`src/rtl/axis_adc_acq_ctrl.sv`:
```
// Arm/trigger sequencer forwarding one decimated ADC burst; ADC_ACQ_LEVEL_TRIG_EN adds a level trigger.
// Latency: a sample accepted at cycle t is presented on m_axis at t+1.
// Backpressure: one-entry output register; a capture sample meeting a full, stalled register is dropped.
module axis_adc_acq_ctrl #(
  parameter int CNTR_WIDTH       = 16,
  parameter int AXIS_TDATA_WIDTH = 32
) (
  input  logic                        aclk,
  input  logic                        aresetn,
  input  logic [CNTR_WIDTH-1:0]       cfg_total,
  input  logic [CNTR_WIDTH-1:0]       cfg_dec,
  input  logic [15:0]                 cfg_level,
  input  logic                        cfg_chan,
  input  logic                        start,
  input  logic                        abort,
  input  logic                        trg_ext,
  input  logic [AXIS_TDATA_WIDTH-1:0] s_axis_tdata,
  input  logic                        s_axis_tvalid,
  output logic [AXIS_TDATA_WIDTH-1:0] m_axis_tdata,
  output logic                        m_axis_tvalid,
  output logic                        m_axis_tlast,
  input  logic                        m_axis_tready,
  output logic [1:0]                  sts_state,
  output logic [CNTR_WIDTH-1:0]       sts_count,
  output logic                        sts_overflow,
  output logic                        busy
);

  typedef enum logic [1:0] {
    S_IDLE    = 2'd0,
    S_ARMED   = 2'd1,
    S_CAPTURE = 2'd2,
    S_DONE    = 2'd3
  } state_t;

  state_t                state, state_nxt;
  logic [CNTR_WIDTH-1:0] total_q, dec_q, dec_cnt;
  logic                  trg_d, trg_pend;
  logic                  accept, start_ok, trg_edge, lvl_fire, fire, cap, is_last, load;

  assign accept   = s_axis_tvalid && (dec_cnt == dec_q);
  assign start_ok = start && !abort && (cfg_total != '0) &&
                    ((state == S_IDLE) || (state == S_DONE));
  assign trg_edge = trg_ext && !trg_d;
  assign is_last  = (sts_count == total_q - CNTR_WIDTH'(1));

`ifdef ADC_ACQ_LEVEL_TRIG_EN
  logic signed [15:0] lvl_cur, prev_q;
  logic               prev_vld;

  assign lvl_cur  = cfg_chan ? s_axis_tdata[16 +: 16] : s_axis_tdata[0 +: 16];
  assign lvl_fire = prev_vld && (prev_q < $signed(cfg_level)) && (lvl_cur >= $signed(cfg_level));

  // Previous value only tracks accepted samples while armed; arming forgets it.
  always_ff @(posedge aclk or negedge aresetn) begin
    if (!aresetn) begin
      prev_q   <= '0;
      prev_vld <= 1'b0;
    end else if (start_ok) begin
      prev_vld <= 1'b0;
    end else if ((state == S_ARMED) && accept) begin
      prev_q   <= lvl_cur;
      prev_vld <= 1'b1;
    end
  end
`else
  logic unused_lvl;
  assign unused_lvl = ^{cfg_level, cfg_chan};
  assign lvl_fire   = 1'b0;
`endif

  // Trigger sample itself (level) or first sample after the edge cycle (external) is sample 0.
  assign fire = !abort && (state == S_ARMED) && accept && (trg_pend || lvl_fire);
  assign cap  = fire || (!abort && (state == S_CAPTURE) && accept);
  assign load = cap && (!m_axis_tvalid || m_axis_tready);

  always_comb begin
    state_nxt = state;
    if (abort) begin
      state_nxt = S_IDLE;
    end else begin
      case (state)
        S_IDLE, S_DONE: if (start_ok) state_nxt = S_ARMED;
        S_ARMED:        if (fire) state_nxt = is_last ? S_DONE : S_CAPTURE;
        S_CAPTURE:      if (accept && is_last) state_nxt = S_DONE;
        default:        state_nxt = S_IDLE;
      endcase
    end
  end

  always_ff @(posedge aclk or negedge aresetn) begin
    if (!aresetn) begin
      state        <= S_IDLE;
      total_q      <= '0;
      dec_q        <= '0;
      dec_cnt      <= '0;
      sts_count    <= '0;
      sts_overflow <= 1'b0;
      trg_d        <= 1'b0;
      trg_pend     <= 1'b0;
    end else begin
      state <= state_nxt;
      trg_d <= trg_ext;
      if (start_ok) begin
        total_q <= cfg_total;
        dec_q   <= cfg_dec;
      end
      if (start_ok)           dec_cnt <= '0;
      else if (s_axis_tvalid) dec_cnt <= accept ? '0 : dec_cnt + CNTR_WIDTH'(1);
      // Dropped samples still count so the burst keeps its nominal length.
      if (start_ok)  sts_count <= '0;
      else if (cap)  sts_count <= sts_count + CNTR_WIDTH'(1);
      if (start_ok)           sts_overflow <= 1'b0;
      else if (cap && !load)  sts_overflow <= 1'b1;
      if (start_ok || abort)                   trg_pend <= 1'b0;
      else if ((state == S_ARMED) && trg_edge) trg_pend <= 1'b1;
    end
  end

  always_ff @(posedge aclk or negedge aresetn) begin
    if (!aresetn) begin
      m_axis_tdata  <= '0;
      m_axis_tvalid <= 1'b0;
      m_axis_tlast  <= 1'b0;
    end else if (abort) begin
      m_axis_tvalid <= 1'b0;
      m_axis_tlast  <= 1'b0;
    end else if (load) begin
      m_axis_tdata  <= s_axis_tdata;
      m_axis_tvalid <= 1'b1;
      m_axis_tlast  <= is_last;
    end else if (m_axis_tvalid && m_axis_tready) begin
      m_axis_tvalid <= 1'b0;
      m_axis_tlast  <= 1'b0;
    end
  end

  assign sts_state = state;
  assign busy      = (state == S_ARMED) || (state == S_CAPTURE) || m_axis_tvalid;

endmodule

```
`config.mk`:
```
export PLATFORM = sky130hd
export DESIGN_NAME = axis_adc_acq_ctrl
export DESIGN_NICKNAME = d
export VERILOG_FILES = /design/src/rtl/axis_adc_acq_ctrl.sv
export SDC_FILE = /design/constraint.sdc
export NUM_CORES = 1
export LEC_CHECK = 0
export BUFFER_PORTS_ARGS = -buffer_cell sky130_fd_sc_hd__buf_2
export CAP_MARGIN = 20
export CORE_ASPECT_RATIO = 0.7
export CORE_MARGIN = 3
export CORE_UTILIZATION = 59
export CTS_BUF_LIST = sky130_fd_sc_hd__clkbuf_8
export CTS_CLUSTER_DIAMETER = 150
export DETAILED_ROUTE_END_ITERATION = 10
export PLACE_DENSITY_LB_ADDON = 0.12
export SLEW_MARGIN = 40
export SYNTH_ARGS = -nofsm -noshare
export SYNTH_HDL_FRONTEND = slang
export SYNTH_SLANG_ARGS = --single-unit
```
`constraint.sdc`:
```
create_clock -name aclk -period 5.5 [get_ports aclk]
set_clock_uncertainty 0.2 [all_clocks]
set_input_delay 0.275 -clock aclk [delete_from_list [all_inputs] [get_ports aclk]]
set_output_delay 0.275 -clock aclk [all_outputs]
set_load 0.05 [all_outputs]
```
==> flow_summary.toml, run 1 <==
[floorplanning]
fp.coreArea_mm2 = 0.008583
io_pins = 142
start_util_pct = 61.38
fp.dieH_um = 85.07
rows = 28
die_area_mm2 = 0.01012
fp.dieW_um = 119.0

[synth]
synth_mux_area_share_pct = 0.5937
avgSynthCellArea_um2 = 8.637
synth_area_mm2 = 0.005269
synth_compound_area_share_pct = 6.887
synthFlopType = "dfrtp_1"
synth_nets = 703
ys_types = 51
yosys_warnings = 0
synthAdderAreaFrac_pct = 1.187
synthCells = 610
ys_ff_latch = 103
synth_top_family_by_area = "simple AND/OR/NAND/NOR gates"
yosys.area_share.simple_pct = 30.59
synth_xor_xnor_area_share_pct = 8.810
synth_edf_count = 0
ys_async_sr_fraction_pct = 100.0
synth_seq_area_share_pct = 48.92

[placed_design]
place.gp.congestion = 0.9397
io_buffers = 124
dp.cells = 832
dp_hpwl_um = 9414
dpl_cell_area_mm2 = 0.005969

[routing]
wl_um = 14880
ant_nets = 0
drc = 0
drtIter0Drc = 454
drt_pass1_iterations = 5
via_count = 4990
routedWlPerCell_um = 16.26
viasPerCell = 5.454

[final_layout]
diodes = 0
mostFrequentLayoutCells = "nand2_1, buf_2, dfrtp_1"
drive_above_1_share_pct = 20.00
fillCellCount = 577
syn2layout_area_growth_pct = 29.42
fin_cells = 915
final_common_cell = "nand2_1"
fin_area_mm2 = 0.006819
final_nets = 883

[power]
pwr-share-seq_pct = 44.6
p_int_mw = 1.411
netSwitchingFraction_pct = 40.86
p_switching_mw = 0.9753
p_clk_share_pct = 18.8
leakage_nw = 3.543
power-per-cell-area_mw_per_mm2 = 350.0
vdd_drop_max_mv = 0.1986
pwr-share-comb_pct = 36.6
total_power_mw = 2.387

[clock_network]
cts-buffers-inserted = 9
cts_setup_buffers = 0
clk_path_buf_depth = 2
insertion_delay_ns = 0.38
ctsRootBufferMaster = "clkbuf_8"
cts_tree = "done"
cts_max_level = 3
clk_pin_slew_ns = 0.11
cts.sinks = 103

[critical_path]
path_class = "reg2reg"
cp-start-kind = "flip-flop"
cp.required_ns = 5.62
cp_max_fo = 33
endpoint_kind = "flip-flop"
critPathArrivalTime_ns = 3.34

[sta]
rsz0062_at_grt = "false"
setup_viol = 0
hold_viol_final = 0
period_share_pct = 58.51
min_period_ns = 3.218
fin_tns_setup_ns = 0
timing.slew.headroom_pct = 48.57
drv_slew = 0
whs_ns = 0.05277
worstMarginPinSlew_ns = 0.7651
fmax_mhz = 310.8

[grt]
grt_pass1_vias = 5050
antenna_found_initial = 0
grt_use_total_pct = 30.50
overflow = 0
grt_max_degree = 62
grt_pass1_wl_um = 24670

[outcome]
outcome = "finished, final reports clean"

[run]
maxCapViolCount = 0

[worst_hold_path]
hold_path.class = "in2reg"
==> power by group through the flow <==
stage / sequential, mW / clock, mW / combinational [mW]
floorplan: 1.07 / 0 / 0.591
global placement: 1.07 / 0 / 0.771
detailed placement: 1.07 / 0 / 0.807
CTS: 1.06 / 0.456 / 0.849
global route: 1.08 / 0.486 / 0.974
finish: 1.07 / 0.449 / 0.873
==> metal layers <==
metal / vias up / GRT usage, % / share of wire (%)
met5: - / 0 / 0
met4: 0 / 5.783 / 1.5
met3: 31 / 7.995 / 7.0
met2: 192 / 51.91 / 48
met1: 2397 / 40.26 / 43
li1: 2370 / - / -
==> per-stage QoR <==
step	setup slack, ns	util [%]
final	2.282	79.45
after global routing	2.099	79.45
after CTS	2.452	79.45
after detailed placement	2.505	69.55
after global placement	2.297	69.46
after floorplan	2.895	-
==> kinds of logic (layout without fill, tap and decap cells) <==
group | count (synthesis) | after routing
AO/OA/AOI/OAI | 59 | 59
XOR/XNOR | 53 | 53
multiplexers | 3 | 3
flip-flops | 103 | 103
AND/OR/NAND/NOR | 349 | 349
buffers and inverters | 38 | 223
adder cells (fa/ha/maj) | 5 | 5
==> worst max-delay path, stage by stage (launching register included) <==
cell      delay [ns]
dfrtp_1         0.45
xor2_1          0.20
nor4_1          0.36
nand4b_1        0.21
nor4_2          0.55
nand2_1         0.23
nor2_4          0.62
nand2_1         0.20
nand2_1         0.13
==> repair_timing <==
action,CTS,global route
hold endpoints to repair,119,0
hold buffers,67,0
resized for setup,0,0
==> synth_stat cells, types with 11 or more instances <==
cell	count	share of area, %
a21oi_1	23	2.2
clkbuf_1	20	1.4
dfrtp_1	103	49
inv_1	12	0.85
nand2_1	209	15
nand2b_1	12	1.4
nand3_1	14	1.3
nand4_1	11	1.3
nor2_1	42	3.0
o21ai_0	21	2.0
xnor2_1	22	3.7
xor2_1	31	5.2
==> final timing paths <==
kind / start / depth (start not counted) / to / slack [ns]
worst min register to register: m_axis_tdata[2] / 2 / m_axis_tdata[2] / 0.27
max in group asynchronous: aresetn / 3 / m_axis_tdata[16] / 3.73
worst max-delay path: dec_cnt[4] / 8 / m_axis_tdata[22] / 2.28
worst min-delay path: m_axis_tready / 4 / sts_overflow / 0.05
worst max register to register: dec_cnt[4] / 8 / m_axis_tdata[22] / 2.28
min in group asynchronous: aresetn / 2 / total_q[14] / 0.26
==> sequential cells by signal (all words and copies together) (netlist names) <==
name / count
trg_d: 1
m_axis_tlast: 1
total_q: 16
sts_state: 2
m_axis_tvalid: 1
m_axis_tdata: 32
trg_pend: 1
dec_cnt: 16
sts_overflow: 1
dec_q: 16
sts_count: 16
==> final cells by class <==
type,count,area (µm²),area share [%]
multi-input cells,469,2544,37.30
inverters,12,45.04,0.6606
flip-flops and latches,103,2577,37.80
clock buffers,9,123.9,1.817
repair buffers,195,1324,19.41
well taps,120,150.1,2.202
clock inverters,7,55.05,0.8073
Note: power is estimated with default switching activity, not from simulation.
==> run 2, diff against run 1 <==
--- a/config.mk
+++ b/config.mk
@@ -9,7 +9,7 @@
 export CAP_MARGIN = 20
 export CORE_ASPECT_RATIO = 0.7
 export CORE_MARGIN = 3
-export CORE_UTILIZATION = 59
+export CORE_UTILIZATION = 55
 export CTS_BUF_LIST = sky130_fd_sc_hd__clkbuf_8
 export CTS_CLUSTER_DIAMETER = 150
 export DETAILED_ROUTE_END_ITERATION = 10
==> constraint.sdc (replaced) <==
create_clock -name aclk -period 3.23 [get_ports aclk]
set_clock_uncertainty 0.2 [all_clocks]
set_input_delay 0.1615 -clock aclk [delete_from_list [all_inputs] [get_ports aclk]]
set_output_delay 0.1615 -clock aclk [all_outputs]
set_load 0.05 [all_outputs]
==> flow_summary.toml, run 2 (same netlist as run 1, synthesis figures left out) <==
[outcome]
outcome = "finished, final reports clean"

[critical_path]
path_class = "reg2reg"
crit_start = "total_q[0]"
r2r_start = "total_q[0]"
cp.required_ns = 3.32
cp_max_fo = 5
path_common_cell = "mux2i_1"
cp_slowest_stage_delay_ns = 0.42
critPathArrivalTime_ns = 3.02
r2r_setup_slack_ns = 0.29
slowest_stage = "dfrtp_1"
worstRegToRegCells = 10
r2r-end = "sts_state[1]"
cp-start-kind = "flip-flop"
endpoint_kind = "flip-flop"
path_cells = "inv_1, ha_1, nor4b_2, nand3_1, mux2i_1, mux2i_1, nor4_1, o2111a_2, a31oi_1, o32ai_2"
crit_end = "sts_state[1]"

[sta]
worstMarginPinSlew_ns = 0.7719
rsz0062_at_grt = "false"
whs_ns = 0.1505
timing.slew.headroom_pct = 48.27
min_period_ns = 2.935
drv_slew = 0
fmax_mhz = 340.7
hold_viol_final = 0
setup_viol = 0
fin_tns_setup_ns = 0
period_share_pct = 90.87

[final_layout]
largest_register = "m_axis_tdata"
diodes = 0
regArea_mm2 = 0.002577
syn2layout_area_growth_pct = 31.35
final_nets = 890
fillCellCount = 648
drive_above_1_share_pct = 20.07
multi_input_area_mm2 = 0.002536
final_common_cell = "nand2_1"
mostFrequentLayoutCells = "nand2_1, buf_2, dfrtp_1"
largest_reg_flops = 32

[floorplanning]
fp.dieH_um = 87.89
die_area_mm2 = 0.01081
io_pins = 142
fp.dieW_um = 123.0
fp.coreArea_mm2 = 0.009180
start_util_pct = 57.39
rows = 29

[routing]
routedWlPerCell_um = 15.80
drt_pass1_iterations = 6
drtIter0Drc = 427
wl_um = 14630
viasPerCell = 5.421
ant_nets = 0
via_count = 5020
drc = 0

[clock_network]
insertion_delay_ns = 0.38
ctsRootBufferMaster = "clkbuf_8"
cts_setup_buffers = 0
cts_tree = "done"
cts.sinks = 103
clk_pin_slew_ns = 0.10
cts-buffers-inserted = 9
cts_max_level = 3
clk_path_buf_depth = 2

[power]
power-per-cell-area_mw_per_mm2 = 600.3
leakage_nw = 3.594
p_switching_mw = 1.648
pwr-share-comb_pct = 35.8
pwr-share-seq_pct = 43.6
total_power_mw = 4.154
p_int_mw = 2.506
vdd_drop_max_mv = 0.4484
netSwitchingFraction_pct = 39.68
p_clk_share_pct = 20.6

[run]
maxCapViolCount = 0

[grt]
overflow = 0
grt_pass1_wl_um = 23650
grt_max_degree = 66
grt_use_total_pct = 27.87
grt_pass1_vias = 4833
antenna_found_initial = 0

[worst_hold_path]
hold_path.class = "in2async"

[placed_design]
dp_hpwl_um = 9701
io_buffers = 124
place.gp.congestion = 0.9142
## run 2: stage by stage
stage | cells | setup WS [ns] | cell area, µm² | util (%)
after floorplan | 610 | 0.6248 | 5269 | -
after global placement | 840 | 0.5325 | 6010 | 65.46
after detailed placement | 840 | 0.3310 | 6010 | 65.46
after CTS | 926 | 0.3215 | 6917 | 75.34
after global routing | 926 | 0.1322 | 6920 | 75.39
final | 926 | 0.2950 | 6920 | 75.39
## run 2: worst min path at each step
stage,endpoint,slack [ns],from,cells past startpoint
floorplan,dec_cnt[0],-0.33,aresetn,0
CTS,trg_d,0.22,trg_ext,2
global route,m_axis_tdata[23],0.18,aresetn,2
finish,sts_count[11],0.15,aresetn,2
global placement,trg_d,0.09,trg_ext,1
detailed placement,trg_d,0.09,trg_ext,1
## run 2: timing repair
action | CTS | global route
resized for setup | 0 | 0
hold endpoints to repair | 136 | 0
hold buffers | 70 | 0
## run 2: final cells by class
class	instances	area share (%)
clock buffers	10	1.989
clock inverters	6	0.9944
inverters	12	0.6509
multi-input cells	469	36.65
flip-flops and latches	103	37.24
well taps	124	2.242
repair buffers	202	20.23
## run 2: metal layers
metal  routed length, µm  up-vias  global-route usage, %
met4                 245        0                  8.040
met2                6735      241                  43.63
met1                6480     2358                  39.26
met3                1167       30                  6.585
met5                   0        -                      0
li1                    -     2391                      -
## run 2: critical path, delay by kind of cell, from the launching register on
| kind | cells | cell delay [ns] |
|---|---|---|
| compound gates | 3 | 0.67 |
| fa+ha+maj | 1 | 0.23 |
| buf+inv | 1 | 0.08 |
| flops | 1 | 0.42 |
| mux | 2 | 0.32 |
| simple gates | 3 | 0.92 |
## run 2: power groups by stage
stage / Combinational [mW] / Clock (mW) / Sequential, mW
6_report: 1.49 / 0.855 / 1.81
4_1_cts: 1.46 / 0.872 / 1.80
3_5_place_dp: 1.39 / 0 / 1.83
3_3_place_gp: 1.32 / 0 / 1.81
5_1_grt: 1.65 / 0.916 / 1.84
2_1_floorplan: 1.01 / 0 / 1.82
